[src/rtl/alu8.sv]
// 8-bit unsigned ALU: ADD, SUB, AND and OR selected by opcode.
// The result and carry/borrow are registered, so they appear one clock after the inputs are sampled.
module alu8 (
   input  logic       clk,
   input  logic       rst_n,
   input  logic [1:0] opcode,
   input  logic [7:0] a,
   input  logic [7:0] b,
   output logic [7:0] res,
   output logic       carry
);

   localparam int unsigned W = 8;

   typedef enum logic [1:0] {
      OP_ADD = 2'b00,
      OP_SUB = 2'b01,
      OP_AND = 2'b10,
      OP_OR  = 2'b11
   } op_e;

   logic [W-1:0] res_d, res_q;
   logic         carry_d, carry_q;
   logic [W:0]   sum_c;
   logic [W:0]   diff_c;

   // Nine-bit add and subtract: bit W is the carry-out, or the borrow when a < b.
   always_comb begin
      sum_c  = {1'b0, a} + {1'b0, b};
      diff_c = {1'b0, a} - {1'b0, b};
      res_d   = '0;
      carry_d = 1'b0;
      case (op_e'(opcode))
         OP_ADD: begin
            res_d   = sum_c[W-1:0];
            carry_d = sum_c[W];
         end
         OP_SUB: begin
            res_d   = diff_c[W-1:0];
            carry_d = diff_c[W];
         end
         OP_AND: res_d = a & b;
         OP_OR:  res_d = a | b;
         default: begin
            res_d   = '0;
            carry_d = 1'b0;
         end
      endcase
   end

   // Reset overrides the operation presented at the same edge.
   always_ff @(posedge clk) begin
      if (!rst_n) begin
         res_q   <= '0;
         carry_q <= 1'b0;
      end else begin
         res_q   <= res_d;
         carry_q <= carry_d;
      end
   end

   assign res   = res_q;
   assign carry = carry_q;

endmodule

[config.mk]
export PLATFORM = sky130hd
export DESIGN_NAME = alu8
export DESIGN_NICKNAME = d
export VERILOG_FILES = /design/src/rtl/alu8.sv
export SDC_FILE = /design/constraint.sdc
export NUM_CORES = 1
export LEC_CHECK = 0
export ABC_AREA = 0
export CAP_MARGIN = 20
export CORE_MARGIN = 2
export CORE_UTILIZATION = 51
export DETAILED_ROUTE_END_ITERATION = 7
export PLACE_DENSITY_LB_ADDON = 0.05
export SYNTH_ARGS = -nofsm -noshare
export SYNTH_HDL_FRONTEND = slang
export SYNTH_SLANG_ARGS = --single-unit
export TNS_END_PERCENT = 20
[constraint.sdc]
create_clock -name clk -period 2.9 [get_ports clk]
set_input_delay 0.58 -clock clk [delete_from_list [all_inputs] [get_ports clk]]
set_output_delay 0.58 -clock clk [all_outputs]
set_load 0.005 [all_outputs]
== Yosys cells after proc, flatten, opt, wreduce, memory -nomap -nowiden ==
Cells that the tools add are included.
Cells by class
  bitwise gates (word level): 2
  equal/unequal tests: 3
  muxes and demuxes: 2
  reduce and logical (&&, ||, !) cells: 1
  $add $sub $neg: 2
Operators with widths (count)
  8-bit case mux with 4 select lines: 1
  8-bit by 8-bit adder with 9-bit output: 1
  8-bit by 8-bit subtractor with 9-bit output: 1
  8-bit AND: 1
  8-bit OR: 1
  2-bit == test (second input constant): 2
  2-bit by 1-bit == test with 1-bit output (second input constant): 1
  2-bit logical NOT: 1
  1-bit case mux with 2 select lines: 1
Storage, ports and cells
  word-level logic and storage cells: 12
  flip-flop bits (word level): 9
  output and inout bits: 9
  input bits: 20

== Logic depth before layout (Yosys ltp) ==
Gate-level depths: netlist of the first run.
  depth in word-level cells: 2
  mapped depth: 8
  gate-level depth less buffers: 8

== Least setup slack after synthesis of the first run ==
Ideal clock, no wire load.
  path type: input port to flip-flop
  start: input a[0]
  end: register res_q[6] (netlist: res[6])
  stages: 8
  library setup time: 127 ps
  data arrival time: 2343 ps
  slack: 430 ps
  required time: 2773 ps
  path buffers: 0
  cell sequence: inv_1 ha_1 fa_1 o21ba_1 or4_4 o2111ai_2 a2111oi_1 or3b_1
On the way
  longest elaborated chain between the ends: 2
  elaborated cells between the ends (all ways): 3
  classes of those cells: add/sub (2); mux (1)
RTL lines
  from (decl): line 7  | input logic [7:0] a,
  8-bit by 8-bit subtractor with 9-bit output / 8-bit by 8-bit adder with 9-bit output (equally long branches): line 30, 29
  8-bit case mux with 4 select lines (*): line 33  | case (op_e'(opcode))
  to (signal assigned): line 57  | res_q <= res_d;
  to (decl): line 22  | logic [W-1:0] res_d, res_q;
Mark *: on every way between the ends. The rest lies on a longest branch, timed or not.
A chain may end at the register's enable or synchronous reset.

== Final worst setup path of the first run ==
Same ends and word-level chain as after synthesis.

==> out/qor.csv, run 1 <==
metric;value;unit
run_status;finished clean;
cp.required;3.04;ns
synth_cell_types;50;
dieArea;2980;um2
ios;29;
core_area;2450;um2
cts_root_buf;clkbuf_4;
dp_hpwl;2.38;mm
arrival;2.94;ns
htree_levels;1;
grt_pass1_vias;1090;
synth-async-reset-ratio;0;%
crit_path_top_delay_cell;clkdlybuf4s50_1;
p_leak;0.812;nW
critPathKind;in -> reg;
cap_violations;0;
combinationalPowerShare;50.9;%
ys_seq_area_share;13.8;%
fin_area;1700;um2
pwr-share-seq;29.1;%
p_sw_share;33.5;%
finalPower;0.478;mW
clkPwrFrac;20.0;%
worst_pin_slew;0.329;ns
wire_per_inst;12.4;um
n_antenna_cell;0;
synth_xor_area_share;2.68;%
synth_compound_area_share;25.0;%
syn_area;1310;um2
nNetsFinal;248;
synth_ff_type;dfxtp_1;
ys_seq_elements;9;
slew_violations;0;
rows;18;
clockBufferDepth;2;
final_antenna_net_count;0;
final_common_cell;clkdlybuf4s50_1;
grt_pass1_wl;4.69;mm
grt_usage;21.4;%
critPathMaxFanout;2;
rsz0062_at_grt;no;
synth_top_family_by_area;adder cells;
cts_buffers;3;
setup_viol;0;
yosys.area_share.simple;18.0;%
max_freq;358;MHz
start_util;53.2;%
drive_gt1_share;11.0;%
die-width;54.6;um
port_buffers;28;
critPathLaunchType;input port;
synth.area.mux_share;3.35;%
path_cells;clkdlybuf4s50_1 > inv_1 > ha_1 > fa_2 > o21ba_1 > or4_4 > o2111ai_2 > a2111oi_1 > or3b_1;
vias;1258;
cts_tree;done;
grt.overflow.total;0;
netlist_instances;165;
synth_area_per_cell;7.92;um2
place.gp.congestion;0.854;
cp-end-kind;flip-flop;
routed_wirelength;2.84;mm
place_area;1670;um2
synth-adder-area-share;27.0;%
critical-path-max-stage-delay;0.48;ns
slew_headroom;77.9;%
switching_power;0.160;mW
layout_common_cells;clkdlybuf4s50_1 (28), ha_1 (25), inv_1 (23);
routed_via_density;5.47;
grt_max_degree;24;
n_fill_cell;211;
post-route-period-util;96.4;%
cts.clk_slew.worst_paths;0.06;ns
crit_family;simple AND/OR/NAND/NOR gates;
yosysWarnings;0;
cts.hold.buffers_added;0;
drtIter0Drc;26;
synthesis.nets;212;
p_int;0.318;mW
drc;0;
cp.buffers_inverters;2;
hp-class;in -> reg;
fin_util;69.1;%
first_pass_iters;4;
syn_to_final_growth;29.9;%
min_period;2.80;ns
ir_worst_vdd;0.000209;V
hold_viol;0;
synth_edf_count;0;
clock_sinks;9;
antenna_found_initial;0;
p_per_area;282;nW/um2
die_h;54.6;um
==> kinds of logic (layout without fill, tap and decap cells) <==
group           count (synthesis)  in the layout
flops                           9              9
buf+inv                        32             67
simple gates                   45             45
mux                             3              3
compound gates                 45             45
fa+ha+maj                      27             27
xor+xnor                        4              4
==> Yosys cell counts (2+ instances only) <==
cell,instances,area share (%)
nor3_1,2,0.77
a21oi_1,9,3.4
a21o_1,2,1.1
dfxtp_1,9,14
nand2_1,8,2.3
nand4_1,2,0.96
inv_1,23,6.6
o21bai_1,3,1.7
clkbuf_1,3,0.86
and3_1,2,0.96
o211ai_1,2,1.1
nor2_1,14,4.0
buf_2,4,1.5
o31ai_1,3,1.7
ha_1,25,24
fa_1,2,3.1
a211oi_1,6,3.4
o21ai_0,6,2.3
xnor2_1,2,1.3
nor2b_1,7,3.4
xor2_1,2,1.3
==> power groups by stage <==
stage                     clock network [mW]  registers, mW  logic [mW]
final                                 0.0955          0.139       0.244
after global routing                   0.104          0.140       0.272
after CTS                             0.0964          0.140       0.244
after detailed placement                   0          0.142       0.242
after global placement                     0          0.142       0.236
after floorplan                            0          0.144       0.142
==> per-layer routing <==
layer  up-vias  routed length (um)  global-route usage (%)
met5         -                   0                       0
met4         0                  14                    4.58
met3         2                 135                    2.46
met2        38                1390                    36.7
met1       569                1300                    28.5
li1        649                   -                       -
==> worst min-delay path: cells and delay by family <==
family	cells	cell delay (ns)
buffers and inverters	1	0.52
AND/OR/NAND/NOR	1	0.10
AO/OA/AOI/OAI	1	0.03
==> sequential cells by signal (all words and copies together) (netlist names) <==
register	flops
res	8
carry	1
==> through the flow <==
step	TNS, ns	cells	setup WS [ns]	hold slack, ns
final	0	230	0.103	1.02
after global placement	-0.140	226	-0.140	1.28
after floorplan	0	165	0.430	0.696
after detailed placement	-0.236	226	-0.203	1.28
after CTS	0	230	0.0576	1.02
after global routing	0	230	0.0321	1.06
==> what timing repair did <==
action / CTS / global route
endpoints found under the hold margin: 0 / 0
resized for setup: 0 / 1
setup buffers: 0 / 0
setup endpoints to repair: 0 / 1
==> final cells by class <==
cell class | count | area [um2] | area share (%)
inverter | 23 | 86.3 | 5.09
timing repair buffer | 40 | 370 | 21.8
multi-input combinational | 124 | 996 | 58.7
sequential | 9 | 180 | 10.6
clock buffer | 4 | 26.3 | 1.55
tap | 30 | 37.5 | 2.21
==> final timing paths <==
check	start	endpoint	slack (ns)	cells past startpoint
setup / recovery	a[0]	res[6]	0.10	9
hold / removal	rst_n	res[3]	1.02	3
Note: power is estimated with default switching activity, not from simulation.
==> inputs of run 2 (changes only) <==
--- a/config.mk
+++ b/config.mk
@@ -7,7 +7,6 @@
 export LEC_CHECK = 0
 export ABC_AREA = 0
 export CAP_MARGIN = 20
-export CORE_MARGIN = 2
 export CORE_UTILIZATION = 51
 export DETAILED_ROUTE_END_ITERATION = 7
 export PLACE_DENSITY_LB_ADDON = 0.05
==> run 2 against run 1 <==
  * Maximum frequency is 0.84% higher
  * Combinational power is essentially flat
  * Die area fell by 7.2%
  * First-iteration DRC count is 3.8% higher
  * Clock power is 1% higher
  * Global-route usage grew 1.9 points
  * Routed wire length up 1.8%
  * Worst hold slack worse by 0.0071 ns
  * Via count up 0.24%
  * Critical path type unchanged
  * Critical endpoint unchanged
==> out/qor.csv, run 2 (synthesis results as in run 1) <==
metric;value;unit;change
start_util;56.3;%;was 53.2%
grt_max_degree;18;;was 24
finalWorstSetupSlack;0.127;ns;was 0.103 ns
die_h;52.6;um;was 54.6 um
clock_sinks;9;;unchanged
cts_buffers;3;;unchanged
cts.hold.buffers_added;0;;unchanged
cts_root_buf;clkbuf_4;;unchanged
first_pass_iters;4;;unchanged
post_cts_buffers;0;;unchanged
n_antenna_cell;0;;unchanged
startpoint;a[0];;unchanged
path_cells;clkdlybuf4s50_1 > inv_1 > ha_1 > fa_2 > o21ba_1 > or4_4 > o2111ai_2 > a2111oi_1 > or3b_1;;unchanged
syn_to_final_growth;30.3;%;was 29.9%
routed_wirelength;2.89;mm;was 2.84 mm
final_common_cell;clkdlybuf4s50_1;;unchanged
ir_worst_vdd;0.000233;V;was 0.000209 V
slew_violations;0;;unchanged
place.gp.congestion;0.865;;was 0.854
grt_usage;23.3;%;was 21.4%
endpoint;res[6];;unchanged
layout_common_cells;clkdlybuf4s50_1 (28), ha_1 (25), inv_1 (23);;unchanged
min_period;2.77;ns;was 2.80 ns
p_per_area;284;nW/um2;was 282 nW/um2
largest_reg_flops;8;;unchanged
cp.required;3.05;ns;was 3.04 ns
drive_gt1_share;11.4;%;was 11.0%
run_status;finished clean;;unchanged
arrival;2.92;ns;was 2.94 ns
drc;0;;unchanged
max_freq;361;MHz;was 358 MHz
p_leak;0.816;nW;was 0.812 nW
cts_tree;done;;unchanged
crit_path_top_delay_cell;clkdlybuf4s50_1;;unchanged
grt_pass1_vias;1156;;was 1090
cts.clk_slew.worst_paths;0.06;ns;about the same
nNetsFinal;249;;was 248
cp-end-kind;flip-flop;;unchanged
rsz0062_at_grt;no;;unchanged
dp_hpwl;2.39;mm;was 2.38 mm
dieArea;2770;um2;was 2980 um2
grt.overflow.total;0;;unchanged
die-width;52.6;um;was 54.6 um
core_area;2320;um2;was 2450 um2
critPathLaunchType;input port;;unchanged
clockBufferDepth;2;;unchanged
fin_util;73.4;%;was 69.1%
antenna_found_initial;0;;unchanged
post-place-ws;-0.200;ns;was -0.203 ns
htree_levels;1;;unchanged
ios;29;;unchanged
cap_violations;0;;unchanged
setup_viol;0;;unchanged
hold_viol;0;;unchanged
hp-class;in -> reg;;unchanged
worst_pin_slew;0.375;ns;was 0.329 ns
rows;17;;was 18
routed_via_density;5.51;;was 5.47
finalPower;0.482;mW;was 0.478 mW
fin_hold_ws;1.02;ns;about the same
post_cts_resized;0;;unchanged
critical-path-max-stage-delay;0.47;ns;was 0.48 ns
wire_per_inst;12.6;um;was 12.4 um
grt_pass1_wl;4.75;mm;was 4.69 mm
post-route-period-util;95.6;%;was 96.4%
critPathMaxFanout;2;;unchanged
port_buffers;28;;unchanged
vias;1261;;was 1258
slew_headroom;74.9;%;was 77.9%
final_antenna_net_count;0;;unchanged
drtIter0Drc;27;;was 26
critPathKind;in -> reg;;unchanged
-- run 2: changes by cell type in the layout (fill, tap and decap cells not counted) --
cell	delta
buf_4	+1
-- run 2: worst min-delay path by stage --
stage | start | end | depth (start not counted)
after floorplan | rst_n | res[3] | 2
after global placement | res[5] | res[5] | 1
after detailed placement | res[5] | res[5] | 1
after CTS | rst_n | res[3] | 3
after global routing | rst_n | res[3] | 3
final | rst_n | res[3] | 3
-- run 2: layout make-up --
class                      instances  area (um2)
clock buffer                       4        26.3
tap                               28        35.0
multi-input combinational        124         996
fill                             187         617
sequential                         9         180
inverter                          23        86.3
timing repair buffer              41         378
-- run 2: through the flow --
stage	instance area, um2	setup TNS [ns]	cells
after floorplan	1310	0	165
after global placement	1670	-0.149	225
after detailed placement	1670	-0.206	225
after CTS	1700	0	229
after global routing	1700	0	229
final	1700	0	229
-- run 2: power breakdown --
group | switching [mW] | internal [mW]
combinational | 0.117 | 0.130
clock | 0.0436 | 0.0530
sequential | 0.00310 | 0.136
-- run 2: critical path, delay by kind of cell --
| kind | cells | cell delay, ns |
|---|---|---|
| AO/OA/AOI/OAI | 3 | 0.44 |
| AND/OR/NAND/NOR | 2 | 0.78 |
| adder cells (fa/ha/maj) | 2 | 0.59 |
| buffers and inverters | 2 | 0.53 |
-- run 2: per-layer routing --
layer / track usage [%] / wire [um] / part of all wire (%)
met1: 28.7 / 1390 / 48
met2: 41.6 / 1390 / 48
met3: 2.61 / 91 / 3.1
met4: 7.02 / 22 / 0.76
met5: 0 / 0 / 0
